[src/rtl/move_objects.sv]
// move_objects: position/velocity store for NUM_OBJ screen objects.
// A single shared adder/wrap datapath is time-multiplexed over all slots once
// per update tick. Objects are created through a valid/ready spawn port and
// removed through a kill port. A registered read port serves the drawing logic.
module move_objects #(
    parameter  int WIDTH       = 640,
    parameter  int HEIGHT      = 480,
    parameter  int NUM_OBJ     = 8,
    parameter  int XY_FRACTION = 16,
    parameter  int SPEED_W     = 20,
    parameter  int DIVIDER     = 125_000,
    localparam int X_W         = $clog2(WIDTH),
    localparam int Y_W         = $clog2(HEIGHT),
    localparam int IDX_W       = (NUM_OBJ > 1) ? $clog2(NUM_OBJ) : 1
) (
    input  logic                      clk,
    input  logic                      resetN,
    input  logic                      spawn_valid,
    output logic                      spawn_ready,
    input  logic [X_W-1:0]            spawn_x,
    input  logic [Y_W-1:0]            spawn_y,
    input  logic signed [SPEED_W-1:0] spawn_vx,
    input  logic signed [SPEED_W-1:0] spawn_vy,
    output logic [IDX_W-1:0]          spawn_idx,
    input  logic                      kill_valid,
    input  logic [IDX_W-1:0]          kill_idx,
    input  logic [IDX_W-1:0]          rd_idx,
    output logic [X_W-1:0]            rd_x,
    output logic [Y_W-1:0]            rd_y,
    output logic                      rd_active,
    output logic [NUM_OBJ-1:0]        active_mask,
    output logic                      frame_done
);

    localparam int XP_W  = X_W + XY_FRACTION;
    localparam int YP_W  = Y_W + XY_FRACTION;
    localparam int XT_W  = XP_W + 2;
    localparam int YT_W  = YP_W + 2;
    localparam int CNT_W = $clog2(DIVIDER);

    // Span constants live in position width: when the screen size is a power
    // of two the span truncates to zero and the modular add wraps by itself.
    localparam logic [XP_W-1:0] X_SPAN = XP_W'(WIDTH) << XY_FRACTION;
    localparam logic [YP_W-1:0] Y_SPAN = YP_W'(HEIGHT) << XY_FRACTION;
    localparam logic [X_W:0]    X_LIM  = (X_W + 1)'(WIDTH);
    localparam logic [Y_W:0]    Y_LIM  = (Y_W + 1)'(HEIGHT);

    typedef enum logic [1:0] {
        IDLE,
        SWEEP,
        DONE
    } state_t;

    state_t                    state;
    logic [IDX_W-1:0]          slot;
    logic [CNT_W-1:0]          tick_cnt;
    logic                      tick;
    logic [NUM_OBJ-1:0]        active;
    logic [XP_W-1:0]           pos_x [NUM_OBJ];
    logic [YP_W-1:0]           pos_y [NUM_OBJ];
    logic signed [SPEED_W-1:0] vel_x [NUM_OBJ];
    logic signed [SPEED_W-1:0] vel_y [NUM_OBJ];

    logic [XT_W-1:0]           sum_x;
    logic [YT_W-1:0]           sum_y;
    logic [XP_W-1:0]           next_x;
    logic [YP_W-1:0]           next_y;

    assign tick        = (tick_cnt == CNT_W'(DIVIDER - 1));
    assign spawn_ready = ~&active;
    assign active_mask = active;

    // Free-running update-tick divider.
    always_ff @(posedge clk or negedge resetN) begin
        if (!resetN) begin
            tick_cnt <= '0;
        end else if (tick) begin
            tick_cnt <= '0;
        end else begin
            tick_cnt <= tick_cnt + 1'b1;
        end
    end

    // Shared datapath: advance the swept slot by its velocity and wrap once.
    always_comb begin
        sum_x = {2'b00, pos_x[slot]}
              + {{(XT_W - SPEED_W){vel_x[slot][SPEED_W-1]}}, vel_x[slot]};
        sum_y = {2'b00, pos_y[slot]}
              + {{(YT_W - SPEED_W){vel_y[slot][SPEED_W-1]}}, vel_y[slot]};
        if (sum_x[XT_W-1]) begin
            next_x = sum_x[XP_W-1:0] + X_SPAN;
        end else if (sum_x[XT_W-2:XY_FRACTION] >= X_LIM) begin
            next_x = sum_x[XP_W-1:0] - X_SPAN;
        end else begin
            next_x = sum_x[XP_W-1:0];
        end
        if (sum_y[YT_W-1]) begin
            next_y = sum_y[YP_W-1:0] + Y_SPAN;
        end else if (sum_y[YT_W-2:XY_FRACTION] >= Y_LIM) begin
            next_y = sum_y[YP_W-1:0] - Y_SPAN;
        end else begin
            next_y = sum_y[YP_W-1:0];
        end
    end

    // Lowest free slot, taken from the registered (pre-kill) mask.
    always_comb begin
        spawn_idx = '0;
        for (int unsigned i = NUM_OBJ; i > 0; i--) begin
            if (!active[i-1]) begin
                spawn_idx = IDX_W'(i - 1);
            end
        end
    end

    // Sweep FSM plus slot store; kill is applied before spawn so a spawn into
    // an already-inactive slot named by kill_idx still takes effect.
    always_ff @(posedge clk or negedge resetN) begin
        if (!resetN) begin
            state      <= IDLE;
            slot       <= '0;
            frame_done <= 1'b0;
            active     <= '0;
            for (int unsigned i = 0; i < NUM_OBJ; i++) begin
                pos_x[i] <= '0;
                pos_y[i] <= '0;
                vel_x[i] <= '0;
                vel_y[i] <= '0;
            end
        end else begin
            frame_done <= 1'b0;
            case (state)
                IDLE: begin
                    if (tick) begin
                        state <= SWEEP;
                        slot  <= '0;
                    end
                end
                SWEEP: begin
                    if (active[slot]) begin
                        pos_x[slot] <= next_x;
                        pos_y[slot] <= next_y;
                    end
                    if (slot == IDX_W'(NUM_OBJ - 1)) begin
                        state      <= DONE;
                        frame_done <= 1'b1;
                    end else begin
                        slot <= slot + 1'b1;
                    end
                end
                DONE: begin
                    state <= IDLE;
                end
                default: begin
                    state <= IDLE;
                end
            endcase
            if (kill_valid) begin
                active[kill_idx] <= 1'b0;
            end
            if (spawn_valid && spawn_ready) begin
                active[spawn_idx] <= 1'b1;
                pos_x[spawn_idx]  <= {spawn_x, {XY_FRACTION{1'b0}}};
                pos_y[spawn_idx]  <= {spawn_y, {XY_FRACTION{1'b0}}};
                vel_x[spawn_idx]  <= spawn_vx;
                vel_y[spawn_idx]  <= spawn_vy;
            end
        end
    end

    // Registered read port for the drawing logic.
    always_ff @(posedge clk or negedge resetN) begin
        if (!resetN) begin
            rd_x      <= '0;
            rd_y      <= '0;
            rd_active <= 1'b0;
        end else begin
            rd_x      <= pos_x[rd_idx][XP_W-1:XY_FRACTION];
            rd_y      <= pos_y[rd_idx][YP_W-1:XY_FRACTION];
            rd_active <= active[rd_idx];
        end
    end

endmodule

[config.mk]
export PLATFORM = sky130hd
export DESIGN_NAME = move_objects
export DESIGN_NICKNAME = d
export VERILOG_FILES = /design/src/rtl/move_objects.sv
export SDC_FILE = /design/constraint.sdc
export NUM_CORES = 2
export LEC_CHECK = 0
export CORE_MARGIN = 3
export CORE_UTILIZATION = 35
export CTS_CLUSTER_SIZE = 20
export DETAILED_ROUTE_END_ITERATION = 8
export DONT_BUFFER_PORTS = 1
export PLACE_DENSITY_LB_ADDON = 0.25
export SETUP_SLACK_MARGIN = 0.02
export SLEW_MARGIN = 10
export SYNTH_ARGS = -nofsm -noshare
export SYNTH_HDL_FRONTEND = slang
export SYNTH_SLANG_ARGS = --single-unit
[constraint.sdc]
create_clock -name clk -period 5.45 [get_ports clk]
set_clock_uncertainty 0.2 [all_clocks]
set_input_delay 1.09 -clock clk [delete_from_list [all_inputs] [get_ports clk]]
set_output_delay 1.09 -clock clk [all_outputs]
set_load 0.01 [all_outputs]
==> impl_results.md <==
- Setup TNS: 0 ns
- Worst slew pin tran: 1.38 ns
- Clock Latency Late Sink: 0.69 ns
- YS warnings: 0
- Distinct cells, synth: 95
- Post-Layout Cell Count: 5640
- Synthesized net count: 4294
- Mean Syn Cell Area: 9.34 um^2
- Vias in the first global route: 32100
- Final min period: 5.16 ns
- Clock transition at the registers of the reported paths: 0.06 ns
- Pint: 14.9 mW
- HP Class: primary input to asynchronous set/reset pin
- Sequential share of the synthesized area: 50.1%
- Synth area leaders: dfrtp_1, nand2_1, a22oi_1
- First-pass GRT wire length: 215000 um
- CP endpoint kind: register
- Reg area: 19500 um^2
- Area leader, netlist: dfrtp_1
- Most frequent cells after synthesis: nand2_1, dfrtp_1, a21oi_1
- Vias: 32800
- Final Util: 40.4%
- Outcome: finished clean
- Core Area: 110000 um^2
- PD cells: 546 nW/um^2
- CP Launch Point: slot[2]$_DFFE_PN0P_
- CP arrival: 5.56 ns
- Die width: 339 um
- Inserted Diodes: 0
- Place WS: 0.379 ns
- CP max stage cell: or4_4
- Worst vdd ir: 0.000323 V
- CP required: 5.85 ns
- Number of fill cells: 10900
- Chip height: 339 um
- Sw Share: 38.4%
- Row count: 121
- Critical-path cell list: buf_4 -> nor3_2 -> buf_12 -> buf_4 -> a22oi_1 -> nand4_1 -> ha_1 -> a21oi_1 -> nand2_2 -> o211a_1 -> or4_4 -> a32oi_1 -> o2111ai_1 -> or3_1 -> o31ai_2 -> and2_4 -> a21o_1
- Root Buffer: clkbuf_16
- Vias per cell: 5.82
- Design area: 44300 um^2
- Combinational power share: 35.3%
- Footprint of the multi-input gates: 18200 um^2
- Largest net degree at the start of global routing: 664
- Max cap viols: 0
- Ys async rst share: 100%
- Final period util: 94.8%
- Share of cells above drive strength 1: 14.2%
- Post-DP Area: 41200 um^2
- Slew Viols, Final: 0
- Count leader, synth: nand2_1
- Antenna Nets Post-Route: 0
- GRT overflow: 0
- Placed cells: 5470
- Htree depth: 3
- Synth-to-layout area growth: 13.9%
- Initial DRC Count: 3566
- Full die area: 115000 um^2
- Nets: 4226
- Normalized max-slew margin: 7.65%
- DP HPWL: 81900 um
- Port bufs: 0
- Top FF cell, synth: dfrtp_1
- Initial core utilization: 35.5%
- #FFs+latches synth: 779
- Post-Syn Area: 38900 um^2
- Initial antenna violation count: 2
- NetSw: 9.28 mW
- All-layer global routing usage: 24.3%
- CP most frequent cell: buf_4
- Cell family with most CP delay: simple AND/OR/NAND/NOR gates
- CP max stage delay: 0.48 ns
- DR WL/cell: 25.4 um
- Synth Instances: 4163
- Final GP Congestion: 0.898
- Synth top area share: 50.1%
- CP Max Fanout: 21
- Number of synthesized flops with an enable pin: 0
- DRT Pass-1 Iters: 6
- Clock share of power: 25.3%
- Reg-to-Reg Start: slot[2]$_DFFE_PN0P_
- Max Fclk: 194 MHz
- Hold Slack: 0.191 ns
- Reg power frac: 39.3%
- Number of remaining DRC errors: 0
- Total power: 24.2 mW
- Clock Path Buffers: 3
- Leakage dissipation: 19.3 nW
- TritonCTS Buffers: 89
- RSZ-0062 raised after global routing: false
- CP Launch Type: register
- # IOs: 102
- Buf/Inv on CP: 3
- DRT Wirelength: 143000 um
- CTS Sinks: 779
- CTS tree: done
- CP Class: register to register
- Post-route setup slack: 0.286 ns
- Final hold vios: 0
- Final setup viols: 0
[power by group through the flow]
stage | sequential, mW | combinational [mW] | clock (mW)
after floorplan | 9.04 | 5.86 | 0
after global placement | 9.55 | 8.11 | 0
after detailed placement | 9.57 | 8.24 | 0
after CTS | 9.48 | 8.29 | 6.23
after global routing | 9.76 | 9.39 | 6.45
final | 9.52 | 8.54 | 6.13
[cells by family after synthesis]
family | count (synthesis) | synth area share, %
xor gates and xnor gates | 62 | 1.48
DFF | 779 | 50.1
and+or+nand+nor | 1591 | 17.1
adders and majority gates | 62 | 2.03
muxes | 240 | 8.05
AOI/OAI and AO/OA | 1090 | 17.7
buffers and inverters | 339 | 3.52
[routing by layer]
| metal | vias up | wire length (um) | track usage (%) | share of wire [%] |
|---|---|---|---|---|
| li1 | 14600 | - | - | - |
| met4 | 0 | 4600 | 8.02 | 3.2 |
| met2 | 1493 | 65200 | 38.2 | 46 |
| met5 | - | 0 | 0 | 0 |
| met3 | 299 | 11300 | 4.26 | 7.9 |
| met1 | 16500 | 61800 | 34.1 | 43 |
[final timing paths]
kind                                          to  slack, ns  cells past startpoint
setup / recovery             pos_x[24]$_DFF_PN0_       0.29                     17
hold / removal               pos_y[92]$_DFF_PN0_       0.19                      1
setup reg to reg             pos_x[24]$_DFF_PN0_       0.29                     17
hold reg to reg            vel_y[94]$_DFFE_PN0P_       0.27                      2
max in group asynchronous   pos_x[116]$_DFF_PN0_       3.29                      2
min in group clk           vel_y[94]$_DFFE_PN0P_       0.27                      2
[placed cells by master, fill, tap and decap left out, types with 41 or more instances in the layout]
cell type and instances:
nor2_1 144, a21oi_1 392, nand4_1 104, buf_4 115, ha_1 60, a22oi_1 383, mux2_2 182, clkbuf_16 90
dfrtp_1 779, nand2_1 1147, nand3_1 54, o21ai_0 131, o21ai_1 41
[registers in the layout, summed over array words and instances (netlist names)]
name	flops
active_mask	8
frame_done	1
pos_x	208
pos_y	200
rd_active	1
rd_x	10
rd_y	9
slot	3
state	2
tick_cnt	17
vel_x	160
vel_y	160
[worst reg2reg max path, delay by kind of cell, from the launching register on]
family / cells / cell delay, ns
simple gates: 6 / 1.67
compound gates: 7 / 1.64
fa+ha+maj: 1 / 0.35
buf+inv: 3 / 0.82
flops: 1 / 0.41
[repair_timing]
action                                  4_1_cts  5_1_grt
endpoints found under the setup margin        0       15
endpoints found under the hold margin       110        1
hold buffers                                  3        1
buffers inserted                              0        2
gates resized for setup                       0        3
[final cells by class]
class | count | share of cell area (%)
inverters | 23 | 0.195
clock buffers | 131 | 5.79
multi-input cells | 3045 | 41.2
repair buffers | 157 | 3.86
clock inverters | 29 | 0.853
well taps | 1476 | 4.17
flip-flops and latches | 779 | 44.0
Note: power is estimated with default switching activity, not from simulation.
